File: src/rtl/adc_spi_responder.sv
// rtl/adc_spi_responder.sv - SPI ADC target model: conversion frames from a sample buffer plus a 24-bit register-mode command path.
// Optional error counter in status[15:8] is compiled in with ADC_RESP_ERR_CNT_EN.
module adc_spi_responder #(
  parameter int NUM_SDI    = 4,
  parameter int DATA_WIDTH = 32
) (
  input  logic                  aclk,
  input  logic                  aresetn,
  input  logic                  spi_sck,
  input  logic                  spi_csn,
  input  logic                  spi_mosi,
  output logic [NUM_SDI-1:0]    spi_miso,
  input  logic [DATA_WIDTH-1:0] s_axis_tdata,
  input  logic                  s_axis_tvalid,
  output logic                  s_axis_tready,
  output logic [31:0]           status
);

  localparam int BEATS    = DATA_WIDTH / NUM_SDI;
  localparam int CMD_BITS = 24;
  localparam int CNT_MAX  = (BEATS > CMD_BITS) ? BEATS : CMD_BITS;
  localparam int CW       = $clog2(CNT_MAX + 1);

  localparam logic [CW-1:0] BEATS_C = CW'(BEATS);
  localparam logic [CW-1:0] CMD_C   = CW'(CMD_BITS);
  localparam logic [CW-1:0] MAX_C   = CW'(CNT_MAX);
  localparam logic [23:0]   EXIT_CMD = 24'h801401;

  typedef enum logic [1:0] {
    IDLE,
    CNV_FRAME,
    REG_FRAME
  } state_t;

  state_t state, state_d;

  logic [2:0] sck_q;
  logic [2:0] csn_q;
  logic [1:0] mosi_q;

  logic sck_rise, sck_fall, csn_rise, csn_fall, mosi_s;

  logic                  buf_valid;
  logic [DATA_WIDTH-1:0] buf_data;
  logic [DATA_WIDTH-1:0] shift;
  logic [CW-1:0]         bit_cnt;
  logic [CW-1:0]         cnt_lim;
  logic [23:0]           rx;
  logic [7:0]            rd_shift;
  logic [7:0]            rd_byte;
  logic [7:0]            regfile [16];
  logic                  reg_mode;
  logic                  underrun;
  logic                  aborted;
  logic [15:0]           last_cmd;
  logic [7:0]            err_cnt;

  logic cnv_start, reg_start, cmd_done, frame_abort;

  // csn synchronizer resets to "low" so a frame already in progress at reset
  // release produces no falling edge; the spurious rising edge lands in IDLE.
  always_ff @(posedge aclk or negedge aresetn) begin
    if (!aresetn) begin
      sck_q  <= '0;
      csn_q  <= '0;
      mosi_q <= '0;
    end else begin
      sck_q  <= {sck_q[1:0], spi_sck};
      csn_q  <= {csn_q[1:0], spi_csn};
      mosi_q <= {mosi_q[0], spi_mosi};
    end
  end

  assign sck_rise = sck_q[1] & ~sck_q[2];
  assign sck_fall = ~sck_q[1] & sck_q[2];
  assign csn_rise = csn_q[1] & ~csn_q[2];
  assign csn_fall = ~csn_q[1] & csn_q[2];
  assign mosi_s   = mosi_q[1];

  always_ff @(posedge aclk or negedge aresetn) begin
    if (!aresetn) state <= IDLE;
    else          state <= state_d;
  end

  always_comb begin
    state_d     = state;
    cnv_start   = 1'b0;
    reg_start   = 1'b0;
    cmd_done    = 1'b0;
    frame_abort = 1'b0;
    case (state)
      IDLE: begin
        if (csn_fall) begin
          if (reg_mode) begin
            state_d   = REG_FRAME;
            reg_start = 1'b1;
          end else begin
            state_d   = CNV_FRAME;
            cnv_start = 1'b1;
          end
        end
      end
      CNV_FRAME: begin
        if (csn_rise) begin
          state_d = IDLE;
          if (bit_cnt < BEATS_C)     frame_abort = 1'b1;
          else if (bit_cnt >= CMD_C) cmd_done    = 1'b1;
        end
      end
      REG_FRAME: begin
        if (csn_rise) begin
          state_d = IDLE;
          if (bit_cnt != CMD_C) frame_abort = 1'b1;
          else                  cmd_done    = 1'b1;
        end
      end
      default: state_d = IDLE;
    endcase
  end

  // A conversion frame long enough to carry 24 bits can also deliver the
  // register-mode entry command, so both frame types capture mosi.
  assign cnt_lim = (state == REG_FRAME) ? CMD_C : MAX_C;

  always_ff @(posedge aclk or negedge aresetn) begin
    if (!aresetn) begin
      buf_valid <= 1'b0;
      buf_data  <= '0;
      shift     <= '0;
      bit_cnt   <= '0;
      rx        <= '0;
      rd_shift  <= '0;
      rd_byte   <= '0;
      reg_mode  <= 1'b0;
      underrun  <= 1'b0;
      aborted   <= 1'b0;
      last_cmd  <= '0;
      for (int i = 0; i < 16; i++) regfile[i] <= '0;
    end else begin
      if (s_axis_tvalid && s_axis_tready) begin
        buf_data  <= s_axis_tdata;
        buf_valid <= 1'b1;
      end else if (cnv_start) begin
        buf_valid <= 1'b0;
      end

      if (cnv_start) begin
        shift <= buf_valid ? buf_data : '0;
        if (!buf_valid) underrun <= 1'b1;
      end else if (state == CNV_FRAME && sck_fall) begin
        shift <= shift << NUM_SDI;
      end

      if (cnv_start || reg_start) begin
        bit_cnt  <= '0;
        rx       <= '0;
        rd_shift <= reg_start ? rd_byte : 8'h00;
      end else if (state != IDLE) begin
        if (sck_rise && bit_cnt < cnt_lim) begin
          bit_cnt <= bit_cnt + 1'b1;
          if (bit_cnt < CMD_C) rx <= {rx[22:0], mosi_s};
        end
        if (state == REG_FRAME && sck_fall) rd_shift <= {rd_shift[6:0], 1'b0};
      end

      if (frame_abort) aborted <= 1'b1;

      if (cmd_done) begin
        last_cmd <= rx[23:8];
        if (rx == EXIT_CMD) begin
          reg_mode <= 1'b0;
        end else if (rx[23:21] == 3'b101) begin
          reg_mode <= 1'b1;
        end else if (rx[23]) begin
          if (rx[22:12] == '0) regfile[rx[11:8]] <= rx[7:0];
        end else begin
          rd_byte <= (rx[22:12] == '0) ? regfile[rx[11:8]] : 8'h00;
        end
      end
    end
  end

`ifdef ADC_RESP_ERR_CNT_EN
  always_ff @(posedge aclk or negedge aresetn) begin
    if (!aresetn)                          err_cnt <= '0;
    else if (frame_abort && err_cnt != 8'hFF) err_cnt <= err_cnt + 8'd1;
  end
`else
  assign err_cnt = '0;
`endif

  always_comb begin
    spi_miso = '0;
    case (state)
      CNV_FRAME: spi_miso    = shift[DATA_WIDTH-1 -: NUM_SDI];
      REG_FRAME: spi_miso[0] = rd_shift[7];
      default:   spi_miso    = '0;
    endcase
  end

  assign s_axis_tready = ~buf_valid;

  assign status = {last_cmd, err_cnt, 3'b000, aborted, underrun, reg_mode,
                   buf_valid, (state != IDLE)};

endmodule

File: config.mk
export PLATFORM = sky130hd
export DESIGN_NAME = adc_spi_responder
export DESIGN_NICKNAME = d
export VERILOG_FILES = /design/src/rtl/adc_spi_responder.sv
export SDC_FILE = /design/constraint.sdc
export NUM_CORES = 1
export LEC_CHECK = 0
export CORE_ASPECT_RATIO = 0.6
export CORE_MARGIN = 2
export CORE_UTILIZATION = 47
export DETAILED_ROUTE_END_ITERATION = 16
export HOLD_SLACK_MARGIN = 0.1
export PLACE_DENSITY = 0.74
export SYNTH_ARGS = -nofsm -noshare
export SYNTH_HDL_FRONTEND = slang
export SYNTH_SLANG_ARGS = --single-unit
export TNS_END_PERCENT = 30
File: constraint.sdc
create_clock -name aclk -period 4.1 [get_ports aclk]
set_input_delay 0.41 -clock aclk [delete_from_list [all_inputs] [get_ports aclk]]
set_output_delay 0.41 -clock aclk [all_outputs]
set_load 0.005 [all_outputs]
==> impl_metrics.yaml, run 1 <==
status:
  outcome: "finished clean"
clocking:
  postCtsHoldBufs: 1
  cts_tree: "built"
  cts.htree.levels: 1
  cts_resized: 0
  cts_setup_buffers: 0
  clkLatencyLatePin_ns: 0.55
  cts.sinks: 267
  cts_root_buf: "clkbuf_16"
  cts_buffers: 25
  cts_max_path_buffers: 3
  clkTransAtPathRegs_ns: 0.06
sta:
  fin_skew_ns: 0.0349
  relSlewSlack_pct: 17.3
  worstMarginPinSlew_ns: 1.24
  finalHoldViolCount: 0
  finalMaxSlewViolations: 0
  finalHoldWorstSlack_ns: 0.312
  fin_setup_tns_ns: 0
  fin_crit_sh_pct: 72.0
  rsz0062_at_grt: "false"
  max_freq_mhz: 339
  period_minus_slack_ns: 2.95
  setup_viol: 0
drt:
  firstDrtPassIters: 5
  wl_per_cell_um: 19.9
  via_count: 7669
  drt_wl_total_um: 27100
  ant_nets: 0
  drc_errors: 0
  viasPerCell: 5.64
  first_iter_violations: 642
worst_setup_path:
  rr_worst_depth: 6
  critical_path_class: "register to register"
  cpPeakStageDelay_ns: 0.75
  startpoint_type: "register"
  slowest_stage: "nor2_4"
  cp.arrival_ns: 3.35
  r2r_slack_ns: 1.15
  crit_required_ns: 4.50
  endpoint_kind: "register"
  worstPathCellList: "inv_1 > ha_1 > nand4bb_1 > nor2_4 > nand3_2 > mux2_2"
  r2r_end: "regfile[2]"
  r2r_start: "state[0]"
  crit_fanout: 17
pwr:
  p_seq_share_pct: 50.8
  sw_frac_of_total_pct: 26.4
  p_leak_nw: 6.53
  power.density_nw_per_um2: 458
  p_sw_mw: 1.68
  combinationalPowerShare_pct: 12.5
  internal_power_mw: 4.69
  clockPowerShare_pct: 36.7
  peakVddDrop_uv: 283
logic_synthesis:
  synth_edf_count: 0
  syn-cell-area_um2: 12200
  synthArstFlopShare_pct: 100
  synthSimpleGateAreaFrac_pct: 11.3
  synth.distinct_cells: 58
  synth_cells: 956
  synth_xor_area_share_pct: 0.143
  synth.yosys.seq_area_share_pct: 54.6
  synth-seq-cells: 267
  postSynthAreaPerCell_um2: 12.8
  yosys_most_used_dff: "dfrtp_1"
  synth_compound_area_share_pct: 4.62
  synth.area.mux_share_pct: 24.9
  synthAdderAreaFrac_pct: 0.511
  yosys_warnings: 0
  synth_top_family_by_area: "multiplexers"
min_path:
  min_path_type: "input port to register"
  whs_path_depth: 1
  hold_start: "spi_csn"
  holdPathEnd: "csn_q[0]"
job:
  drv_cap: 0
grt:
  gr-total-overflow: 0
  grt_max_degree: 108
  grt_first_pass_wirelength_um: 44300
  antenna_found_initial: 0
  track_usage_pct: 21.0
  grt_pass1_vias: 7746
floorplanning:
  core_area_um2: 25400
  start_util_pct: 48.1
  die_w_um: 212
  die_area_um2: 27400
  io_pins: 75
  die_h_um: 129
  rows: 45
finish:
  drive_gt1_share_pct: 28.7
  fillers: 2108
  syn2layout_area_growth_pct: 13.6
  antennaDiodeCount: 0
  fin_nets: 1032
place:
  dp_hpwl_um: 17800
  gp_congestion: 0.840
  io_buffers: 63
-- cell usage in the layout, fill, tap and decap left out, drive strengths merged, types with 3 or more instances in the layout --
master	count
clkdlybuf4s50	62
mux2i	28
nand2	114
ha	5
clkinv	4
nor2	9
mux4	32
nor3	3
a21oi	9
nor2b	7
clkbuf	38
buf	16
dfrtp	267
nand3	72
nand4	3
o21ai	76
mux2	176
and3	23
conb	11
inv	10
and2	7
-- power groups by stage --
stage                     Clock [mW]  Combinational (mW)  Sequential (mW)
after CTS                       2.39               0.804             3.23
after detailed placement           0               0.799             3.28
final                           2.34               0.794             3.23
after floorplan                    0               0.649             3.11
after global routing            2.51               0.899             3.28
after global placement             0               0.772             3.26
-- sequential cells by signal, indices dropped and copies added (netlist names) --
signal,count
regfile,128
mosi_q,2
buf_data,32
state,2
rx,24
sck_q,3
bit_cnt,5
rd_byte,8
shift,32
csn_q,3
rd_shift,8
underrun,1
aborted,1
buf_valid,1
reg_mode,1
last_cmd,16
-- worst max-delay path by stage --
stage               startpoint     endpoint  slack [ns]  cells past startpoint
floorplan               rx[14]  regfile[61]        1.72                      5
global placement      state[0]   regfile[5]        1.33                      6
detailed placement    state[0]   regfile[2]        1.23                      6
CTS                   state[0]   regfile[2]        1.15                      6
global route          state[0]   regfile[5]        0.94                      6
finish                state[0]   regfile[2]        1.15                      6
-- layer usage --
layer,track usage [%],part of all wire [%],vias up
li1,-,-,3445
met1,33.0,50,3982
met2,29.6,42,214
met3,5.17,6.9,28
met4,3.50,1.2,0
met5,0,0,-
-- synth_stat cells (3+ instances only) --
cell type / instances / area, um^2
dfrtp_1: 267 / 6680
mux2_2: 160 / 1800
nand2_1: 113 / 424
o21ai_0: 76 / 380
nand3_1: 56 / 280
clkbuf_1: 47 / 176
mux4_2: 32 / 721
mux2i_1: 28 / 280
and3_1: 22 / 138
buf_4: 21 / 158
mux2_4: 16 / 240
nand3_4: 11 / 193
a21oi_1: 9 / 45.0
inv_1: 9 / 33.8
buf_1: 8 / 30.0
nor2_1: 8 / 30.0
and2_1: 7 / 43.8
nor2b_1: 7 / 43.8
ha_1: 5 / 62.6
nand3_2: 5 / 50.1
nand4_1: 3 / 18.8
nor3_1: 3 / 15.0
-- through the flow --
step	power, mW	util (%)	cell area [um^2]	instances	setup slack, ns
final	6.37	54.6	13900	1359	1.15
after global routing	6.69	54.6	13900	1359	0.937
after CTS	6.43	54.6	13900	1359	1.15
after detailed placement	4.08	51.4	13100	1313	1.23
after global placement	4.03	51.4	13100	1313	1.33
after floorplan	3.76	-	12300	966	1.72
-- logic make-up after synthesis --
kind of cell | after synthesis
buffers and inverters | 92
muxes | 236
and+or+nand+nor | 253
adders and majority gates | 5
other | 1
AOI/OAI and AO/OA | 100
xor gates and xnor gates | 2
DFF | 267
-- worst max-delay path, delay by kind of cell (launching register included) --
kind | cells | cell delay (ns)
adders and majority gates | 1 | 0.44
and+or+nand+nor | 3 | 1.46
DFF | 1 | 0.40
buffers and inverters | 1 | 0.08
muxes | 1 | 0.39
-- area by class of cell --
class                           count  area, um^2  area share (%)
Sequential cell                   267        6680            48.1
Multi-Input combinational cell    607        5130            36.9
Timing Repair Buffer               79         796            5.72
Clock buffer                       38         724            5.21
Tap cell                          352         440            3.17
Clock inverter                      7        92.6           0.666
Inverter                            9        33.8           0.243
No activity file was read; power rests on OpenSTA's default activity.
==> run 2: changes to the inputs <==
PLACE_DENSITY = 0.77   (was 0.74)
clock period = 2.6 ns   (was 4.1 ns; I/O delays follow)
==> run 2 against run 1 <==
Effect of this change: global-route usage is 0.44 points higher; clock skew is 0.026 ns lower; die area stayed put; cell count is 0.59% higher; largest cell class unchanged; sequential share of layout area is 0.37 points lower; maximum frequency is 21% higher; flip-flop and latch count stayed put; cell area is 0.77% higher; utilization is 0.42 points higher.
==> impl_metrics.yaml, run 2 (same netlist as run 1, synthesis figures left out) <==
status:
  outcome: "finished clean"
place:
  dp_slack_ns: 0.239
  dp.cells: 1323
  dp_hpwl_um: 18300
  io_buffers: 63
  gp_congestion: 0.846
drt:
  via_count: 7700
  first_iter_violations: 645
  viasPerCell: 5.63
  drt_wl_total_um: 27700
  ant_nets: 0
  firstDrtPassIters: 5
  drc_errors: 0
  wl_per_cell_um: 20.3
finish:
  final_common_cell: "dfrtp_1"
  syn2layout_area_growth_pct: 14.5
  antennaDiodeCount: 0
  final_cell_count_no_fill: 1367
  reg_top3: "regfile: 128 flops, buf_data: 32 flops, shift: 32 flops"
  fin_nets: 1042
  drive_gt1_share_pct: 29.5
  final_cell_mix: "266 x dfrtp_1, 160 x mux2_2, 113 x nand2_1"
  largest_reg_flops: 128
  regMostFlops: "regfile"
worst_setup_path:
  cp-startpoint: "state[0]"
  cpPeakStageDelay_ns: 0.43
  startpoint_type: "register"
  worstPathCellList: "inv_1 > ha_1 > nand4bb_1 > nor2_4 > buf_12 > nand3_2 > mux2_2"
  crit_fanout: 17
  slowest_stage: "ha_1"
  critical_path_class: "register to register"
  crit_required_ns: 3.01
  endpoint_kind: "register"
  cp.arrival_ns: 2.84
  r2r_start: "state[0]"
sta:
  setup_slack_ns: 0.168
  fin_crit_sh_pct: 93.6
  fin_setup_tns_ns: 0
  max_freq_mhz: 411
  worstMarginPinSlew_ns: 0.911
  fin_skew_ns: 0.00923
  finalHoldViolCount: 0
  finalMaxSlewViolations: 0
  setup_viol: 0
  relSlewSlack_pct: 39.3
  rsz0062_at_grt: "false"
  period_minus_slack_ns: 2.43
  finalHoldWorstSlack_ns: 0.170
clocking:
  cts_max_path_buffers: 3
  cts.sinks: 267
  cts.htree.levels: 1
  clkTransAtPathRegs_ns: 0.07
  cts_setup_buffers: 0
  cts_tree: "built"
  cts_root_buf: "clkbuf_16"
  clkLatencyLatePin_ns: 0.53
  cts_buffers: 25
grt:
  grt_pass1_vias: 7859
  gr-total-overflow: 0
  grt_first_pass_wirelength_um: 45200
  grt_max_degree: 78
  antenna_found_initial: 0
  track_usage_pct: 21.4
pwr:
  peakVddDrop_uv: 478
  p_leak_nw: 6.58
  finalPower_mw: 10.1
  power.density_nw_per_um2: 721
floorplanning:
  core_area_um2: 25400
  die_h_um: 129
  io_pins: 75
  die_w_um: 212
  start_util_pct: 48.1
  die_area_um2: 27400
  rows: 45
min_path:
  min_path_type: "input port to register"
  hold_start: "spi_mosi"
job:
  drv_cap: 0
-- run 2: report_power, final --
group	internal [mW]	switching [mW]	leakage, nW
clock network	2.11	1.57	0.389
registers	4.65	0.373	3.59
logic	0.653	0.742	2.59
total	7.41	2.69	6.58
-- run 2: per-layer routing --
layer,vias up,GRT usage [%],share of wire (%)
li1,3472,-,-
met1,3961,33.4,49
met2,224,30.4,42
met3,43,4.74,6.9
met4,0,5.18,2.1
met5,-,0,0
-- run 2: layout make-up --
type                            count  area [um^2]
Sequential cell                   267         6680
Inverter                            9         33.8
Clock buffer                       37          721
Clock inverter                      6         85.1
Multi-Input combinational cell    607         5140
Timing Repair Buffer               89          908
Tap cell                          352          440
Fill cell                        2080        11400
-- run 2: stage by stage --
step,area (um^2),util [%]
finish,14000,55.1
global route,14000,55.1
CTS,14000,55.0
detailed placement,13200,51.8
global placement,13200,51.8
floorplan,12300,-
-- run 2: critical path: cells and delay by family, from the launching register on --
kind / cells / cell delay (ns)
buffers and inverters: 2 / 0.31
muxes: 1 / 0.37
and+or+nand+nor: 3 / 0.80
adders and majority gates: 1 / 0.43
DFF: 1 / 0.40
-- run 2: path summary, 6_finish.rpt --
check	end	slack (ns)	cells after the start
min in group asynchronous	shift[29]	0.30	2
min	mosi_q[0]	0.17	1
max	regfile[6]	0.17	7
max in group asynchronous	regfile[40]	1.54	3
max reg2reg	regfile[6]	0.17	7
min reg2reg	sck_q[1]	0.35	0
-- run 2: what timing repair did --
item	in CTS	in global routing
hold buffers	1	0
resized for setup	0	1
endpoints found under the setup margin	0	1
endpoints found under the hold margin	71	0
